$ cat src/rtl/div_pkg.sv
// rtl/div_pkg.sv - float12 field widths, scheduler FSM states and infinity constants
package div_pkg;

  localparam int DATA_W_DFLT = 12;
  localparam int SIGN_BIT    = DATA_W_DFLT - 1;
  localparam int EXP_W       = 5;
  localparam int MAN_W       = 6;

  localparam logic [EXP_W-1:0] INF_EXP = 5'h1F;
  localparam logic [MAN_W-1:0] INF_MAN = 6'h00;

  typedef enum logic [1:0] {
    ST_IDLE  = 2'd0,
    ST_ISSUE = 2'd1,
    ST_WAIT  = 2'd2,
    ST_RESP  = 2'd3
  } state_e;

  function automatic logic [SIGN_BIT:0] make_inf(input logic sign);
    return {sign, INF_EXP, INF_MAN};
  endfunction

  // Exponent and mantissa both zero, sign ignored: +0 and -0 alike.
  function automatic logic is_zero_mag(input logic [SIGN_BIT:0] v);
    return (v[EXP_W+MAN_W-1:0] == '0);
  endfunction

endpackage

$ cat src/rtl/div_rr_arb.sv
// rtl/div_rr_arb.sv - two-requester round-robin arbiter, one-hot grant, priority moves on accept
module div_rr_arb #(
  parameter int RR_INIT = 0
) (
  input  logic       clk,
  input  logic       rst_n,
  input  logic [1:0] req_i,
  input  logic       accept_i,
  input  logic       accept_id_i,
  output logic [1:0] gnt_o
);

  logic prio_q;

  always_comb begin
    gnt_o = req_i;
    if (req_i == 2'b11) begin
      gnt_o = prio_q ? 2'b10 : 2'b01;
    end
  end

  // Priority passes to whichever requester was not just served.
  always_ff @(posedge clk or negedge rst_n) begin
    if (!rst_n) begin
      prio_q <= (RR_INIT != 0);
    end else if (accept_i) begin
      prio_q <= ~accept_id_i;
    end
  end

endmodule

$ cat src/rtl/div_scheduler.sv
// rtl/div_scheduler.sv - shares one external divider between two requesters, one op in flight
// Optional zero-divisor bypass to infinity enabled by DIV_SCHED_ZERO_BYPASS_EN.
module div_scheduler
  import div_pkg::*;
#(
  parameter int DATA_W  = 12,
  parameter int RR_INIT = 0
) (
  input  logic              clk,
  input  logic              rst_n,
  input  logic              req0_valid,
  output logic              req0_ready,
  input  logic [DATA_W-1:0] req0_a,
  input  logic [DATA_W-1:0] req0_b,
  input  logic              req1_valid,
  output logic              req1_ready,
  input  logic [DATA_W-1:0] req1_a,
  input  logic [DATA_W-1:0] req1_b,
  output logic              resp0_valid,
  input  logic              resp0_ready,
  output logic [DATA_W-1:0] resp0_data,
  output logic              resp1_valid,
  input  logic              resp1_ready,
  output logic [DATA_W-1:0] resp1_data,
  output logic [DATA_W-1:0] div_a,
  output logic [DATA_W-1:0] div_b,
  output logic              div_start,
  input  logic              div_done,
  input  logic [DATA_W-1:0] div_result
);

  state_e            state_q;
  logic [DATA_W-1:0] a_q, b_q, resp_data_q;
  logic              gnt_id_q;
  logic              div_start_q;
  logic [1:0]        resp_valid_q;

  logic [1:0]        gnt;
  logic              accept;
  logic [DATA_W-1:0] sel_a_d, sel_b_d;

  div_rr_arb #(.RR_INIT(RR_INIT)) u_arb (
    .clk        (clk),
    .rst_n      (rst_n),
    .req_i      ({req1_valid, req0_valid}),
    .accept_i   (accept),
    .accept_id_i(gnt_id_q),
    .gnt_o      (gnt)
  );

  assign accept  = (state_q == ST_RESP) && (gnt_id_q ? resp1_ready : resp0_ready);
  assign sel_a_d = gnt[1] ? req1_a : req0_a;
  assign sel_b_d = gnt[1] ? req1_b : req0_b;

  // Ready only in IDLE and only toward the granted requester, so nothing ungranted is latched.
  assign req0_ready  = (state_q == ST_IDLE) && gnt[0];
  assign req1_ready  = (state_q == ST_IDLE) && gnt[1];
  assign div_a       = a_q;
  assign div_b       = b_q;
  assign div_start   = div_start_q;
  assign resp0_valid = resp_valid_q[0];
  assign resp1_valid = resp_valid_q[1];
  assign resp0_data  = resp_data_q;
  assign resp1_data  = resp_data_q;

  always_ff @(posedge clk or negedge rst_n) begin
    if (!rst_n) begin
      state_q      <= ST_IDLE;
      a_q          <= '0;
      b_q          <= '0;
      gnt_id_q     <= 1'b0;
      div_start_q  <= 1'b0;
      resp_valid_q <= 2'b00;
      resp_data_q  <= '0;
    end else begin
      div_start_q <= 1'b0;
      case (state_q)
        ST_IDLE: begin
          if (|gnt) begin
            a_q      <= sel_a_d;
            b_q      <= sel_b_d;
            gnt_id_q <= gnt[1];
`ifdef DIV_SCHED_ZERO_BYPASS_EN
            if (is_zero_mag(sel_b_d)) begin
              resp_data_q  <= make_inf(sel_a_d[SIGN_BIT] ^ sel_b_d[SIGN_BIT]);
              resp_valid_q <= gnt;
              state_q      <= ST_RESP;
            end else begin
              div_start_q <= 1'b1;
              state_q     <= ST_ISSUE;
            end
`else
            div_start_q <= 1'b1;
            state_q     <= ST_ISSUE;
`endif
          end
        end
        ST_ISSUE: begin
          state_q <= ST_WAIT;
        end
        ST_WAIT: begin
          if (div_done) begin
            resp_data_q  <= div_result;
            resp_valid_q <= gnt_id_q ? 2'b10 : 2'b01;
            state_q      <= ST_RESP;
          end
        end
        ST_RESP: begin
          if (accept) begin
            resp_valid_q <= 2'b00;
            state_q      <= ST_IDLE;
          end
        end
        default: begin
          state_q <= ST_IDLE;
        end
      endcase
    end
  end

endmodule

$ cat config.mk
export PLATFORM = sky130hd
export DESIGN_NAME = div_scheduler
export DESIGN_NICKNAME = d
export VERILOG_FILES = /design/src/rtl/div_pkg.sv /design/src/rtl/div_rr_arb.sv /design/src/rtl/div_scheduler.sv
export SDC_FILE = /design/constraint.sdc
export NUM_CORES = 1
export LEC_CHECK = 0
export CAP_MARGIN = 10
export CORE_ASPECT_RATIO = 1.25
export CORE_MARGIN = 3
export CORE_UTILIZATION = 34
export CTS_CLUSTER_DIAMETER = 200
export DETAILED_ROUTE_END_ITERATION = 8
export PLACE_DENSITY = 0.76
export SLEW_MARGIN = 20
export SYNTH_ARGS = -nofsm -noshare
export SYNTH_HDL_FRONTEND = slang
export SYNTH_SLANG_ARGS = --single-unit
$ cat constraint.sdc
create_clock -name clk -period 1.51 [get_ports clk]
set_clock_uncertainty 0.15 [all_clocks]
set_input_delay 0.302 -clock clk [delete_from_list [all_inputs] [get_ports clk]]
set_output_delay 0.302 -clock clk [all_outputs]
set_load 0.02 [all_outputs]
==> reports/metrics.yaml <==
pwr:
  power.total_mw: 7.88
  p_int_mw: 4.59
  p_seq_share_pct: 28.0
  p_sw_share_pct: 41.7
  power.leakage_nw: 1.70
  powerDensity_nw_per_um2: 1980
  pwr-share-clk_pct: 9.4
  ir_drop_v: 0.000823
  pwr-share-comb_pct: 62.6
  switchingPower_mw: 3.29
synth:
  synth.distinct_cells: 24
  synth_compound_area_share_pct: 17.2
  syn_avg_cell_area_sq_um: 9.78
  synthSimpleGateAreaFrac_pct: 13.3
  synth_top_family_by_area: "compound AO/OA/AOI/OAI gates"
  synthAdderAreaFrac_pct: 1.79
  synth_area_sq_um: 2090
  yosys_warnings: 0
  syn-num-nets: 284
  synth_xor_area_share_pct: 0
  ys_ff_latch: 43
  yosys-mux-area-fraction_pct: 7.48
  post_synth_inst_count: 214
  ys_seq_area_share_pct: 51.4
worst_setup_path:
  crit_type: "reg2out"
  rrSetupSlack_ps: -150
  worstPathMaxFanout: 3
  cp-end-kind: "output port"
  cp.arrival_ps: 1270
  rr_endpoint: "state_q[1]$_DFFE_PN0P_"
  crit_required_ps: 1060
  timing.rr.start: "state_q[0]$_DFFE_PN0P_"
  worstSetupStartpointType: "flop"
  rr_worst_depth: 6
final_layout:
  fillers: 493
  diodes: 0
  stdcell_count: 426
  regArea_sq_um: 1080
  num-nets-final: 414
  final_common_cell: "clkdlybuf4s50_1"
  syn_to_final_growth_pct: 90.4
  multiInputGateArea_sq_um: 1160
  mostFrequentLayoutCells: "clkdlybuf4s50_1, dfrtp_1, dlygate4sd2_1"
  drive_gt1_share_pct: 29.7
clock_network:
  cts_max_level: 2
  clock_latency_ps: 300
  cts_buffers: 5
  clock-root-buffer: "clkbuf_8"
  cts_tree: "built"
  cts_buffer_depth: 2
  cts.sinks: 43
  clkTransAtPathRegs_ps: 80
floorplanning:
  die_h_microns: 93.7
  initial_utilization_pct: 35.5
  row_count: 31
  io_pins: 120
  core_region_area_sq_um: 5900
  dieArea_sq_um: 7140
  die_w_microns: 76.2
global_route:
  grtUsageTotal_pct: 18.1
  grt_overflow: 0
  grt_pass1_vias: 2127
  antenna_found_initial: 0
  grt_pass1_wl_microns: 10300
  grt_max_degree: 44
outcome:
  status: "finished, violations left"
  violations: "setup timing"
detailed_routing:
  dr.pass1.iters: 4
  vias: 2097
  ant_nets: 0
  wirelength_microns: 6980
  drc: 0
  dr.first_iter.drc_count: 67
  wire_per_inst_microns: 16.4
  vias_per_cell: 4.92
sta:
  finalWorstSetupSlack_ps: -214
  hold_viol: 0
  fin_tns_setup_ps: -2940
  period_needed_ps: 1720
  setup_viol: 42
  drv_slew: 0
  slew_headroom_pct: 79.4
  tightest_slew_ps: 309
  rsz0062_at_grt: "yes"
  final.period_utilization_pct: 114
  clock.fmax_mhz: 580
placed_design:
  dp_cells: 405
  globalplace.congestion: 0.731
  dp_hpwl_microns: 4330
  portBuffers: 119
hold_path:
  hold_path_class: "in2async"
run:
  cap_violations: 0
==> registers in the layout (all words and copies together) (netlist names) <==
name,cells
div_a,12
div_b,12
div_start,1
gnt_id_q,1
resp0_data,12
resp_valid_q,2
state_q,2
u_arb.prio_q,1
==> how the worst max path moves through the flow <==
stage | start | end | cells past startpoint
after CTS | state_q[1]$_DFFE_PN0P_ | req0_ready | 5
after global routing | state_q[0]$_DFFE_PN0P_ | req0_ready | 5
after global placement | req0_valid | req1_ready | 4
after detailed placement | req1_valid | req1_ready | 3
after floorplan | state_q[1]$_DFFE_PN0P_ | state_q[1]$_DFFE_PN0P_ | 4
final | state_q[0]$_DFFE_PN0P_ | req0_ready | 5
==> critical path, stage by stage (launching register included) <==
cell and delay [ps]:
dfrtp_1 390, inv_2 90, ha_4 140, nand2_1 60, a21oi_2 150, buf_6 140
==> per-stage QoR <==
stage                     cell area, sq um  hold WS [ps]  util, %  setup WS (ps)
after floorplan                       2120          -144        -          -56.8
after global placement                3410           143     57.9           -562
after detailed placement              3410           144     57.9           -606
after CTS                             3710           368     62.9           -216
after global routing                  3980           387     67.6           -272
final                                 3980           374     67.6           -214
==> synthesized netlist by cell type <==
cell type,instances,share of area [%]
inv_1,4,0.72
and2b_2,1,0.42
dfrtp_1,43,51
mux2i_1,1,0.48
nand3_1,26,6.2
nand2b_1,1,0.30
mux2_2,13,7.0
o311ai_0,2,0.84
buf_4,14,5.0
clkbuf_2,2,0.48
a21oi_1,2,0.48
buf_2,5,1.2
nor2_1,27,4.8
a2bb2oi_1,1,0.42
o21bai_1,1,0.36
nand2_1,5,0.90
ha_1,3,1.8
nor2b_1,1,0.30
a221oi_2,1,0.72
o21ai_0,27,6.5
clkbuf_1,8,1.4
a31oi_1,24,7.2
o21a_4,1,0.72
and3_1,1,0.30
==> area by class of cell <==
type | instances | share of cell area (%)
clock buffers | 6 | 2.07
clock inverters | 1 | 0.126
inverters | 4 | 0.377
multi-input cells | 140 | 29.1
flip-flops and latches | 43 | 27.0
well taps | 82 | 2.58
repair buffers | 150 | 38.7
==> logic make-up after synthesis <==
kind of cell	Yosys count
fa+ha+maj	3
simple gates	62
buf+inv	33
compound gates	59
mux	14
flops	43
==> layer usage <==
| metal | GRT usage, % | wire length [microns] |
|---|---|---|
| met1 | 20.4 | 2750 |
| met2 | 33.6 | 3720 |
| met3 | 4.13 | 411 |
| met4 | 6.19 | 96 |
| met5 | 0 | 0 |
==> power by group through the flow <==
stage,registers [mW],logic [mW],clock network (mW)
after floorplan,2.72,1.68,0
after global placement,2.07,4.10,0
after detailed placement,2.10,4.17,0
after CTS,2.10,4.30,0.765
after global routing,2.29,5.26,0.788
final,2.21,4.94,0.738
==> timing repair <==
action / in CTS / in global routing
cloned: 3 / 4
endpoints found under the hold margin: 43 / 0
pin swaps: 3 / 3
gates resized for setup: 114 / 59
endpoints found under the setup margin: 94 / 42
hold buffers: 1 / 0
buffers inserted: 4 / 2
Note: power is estimated with default switching activity, not from simulation.
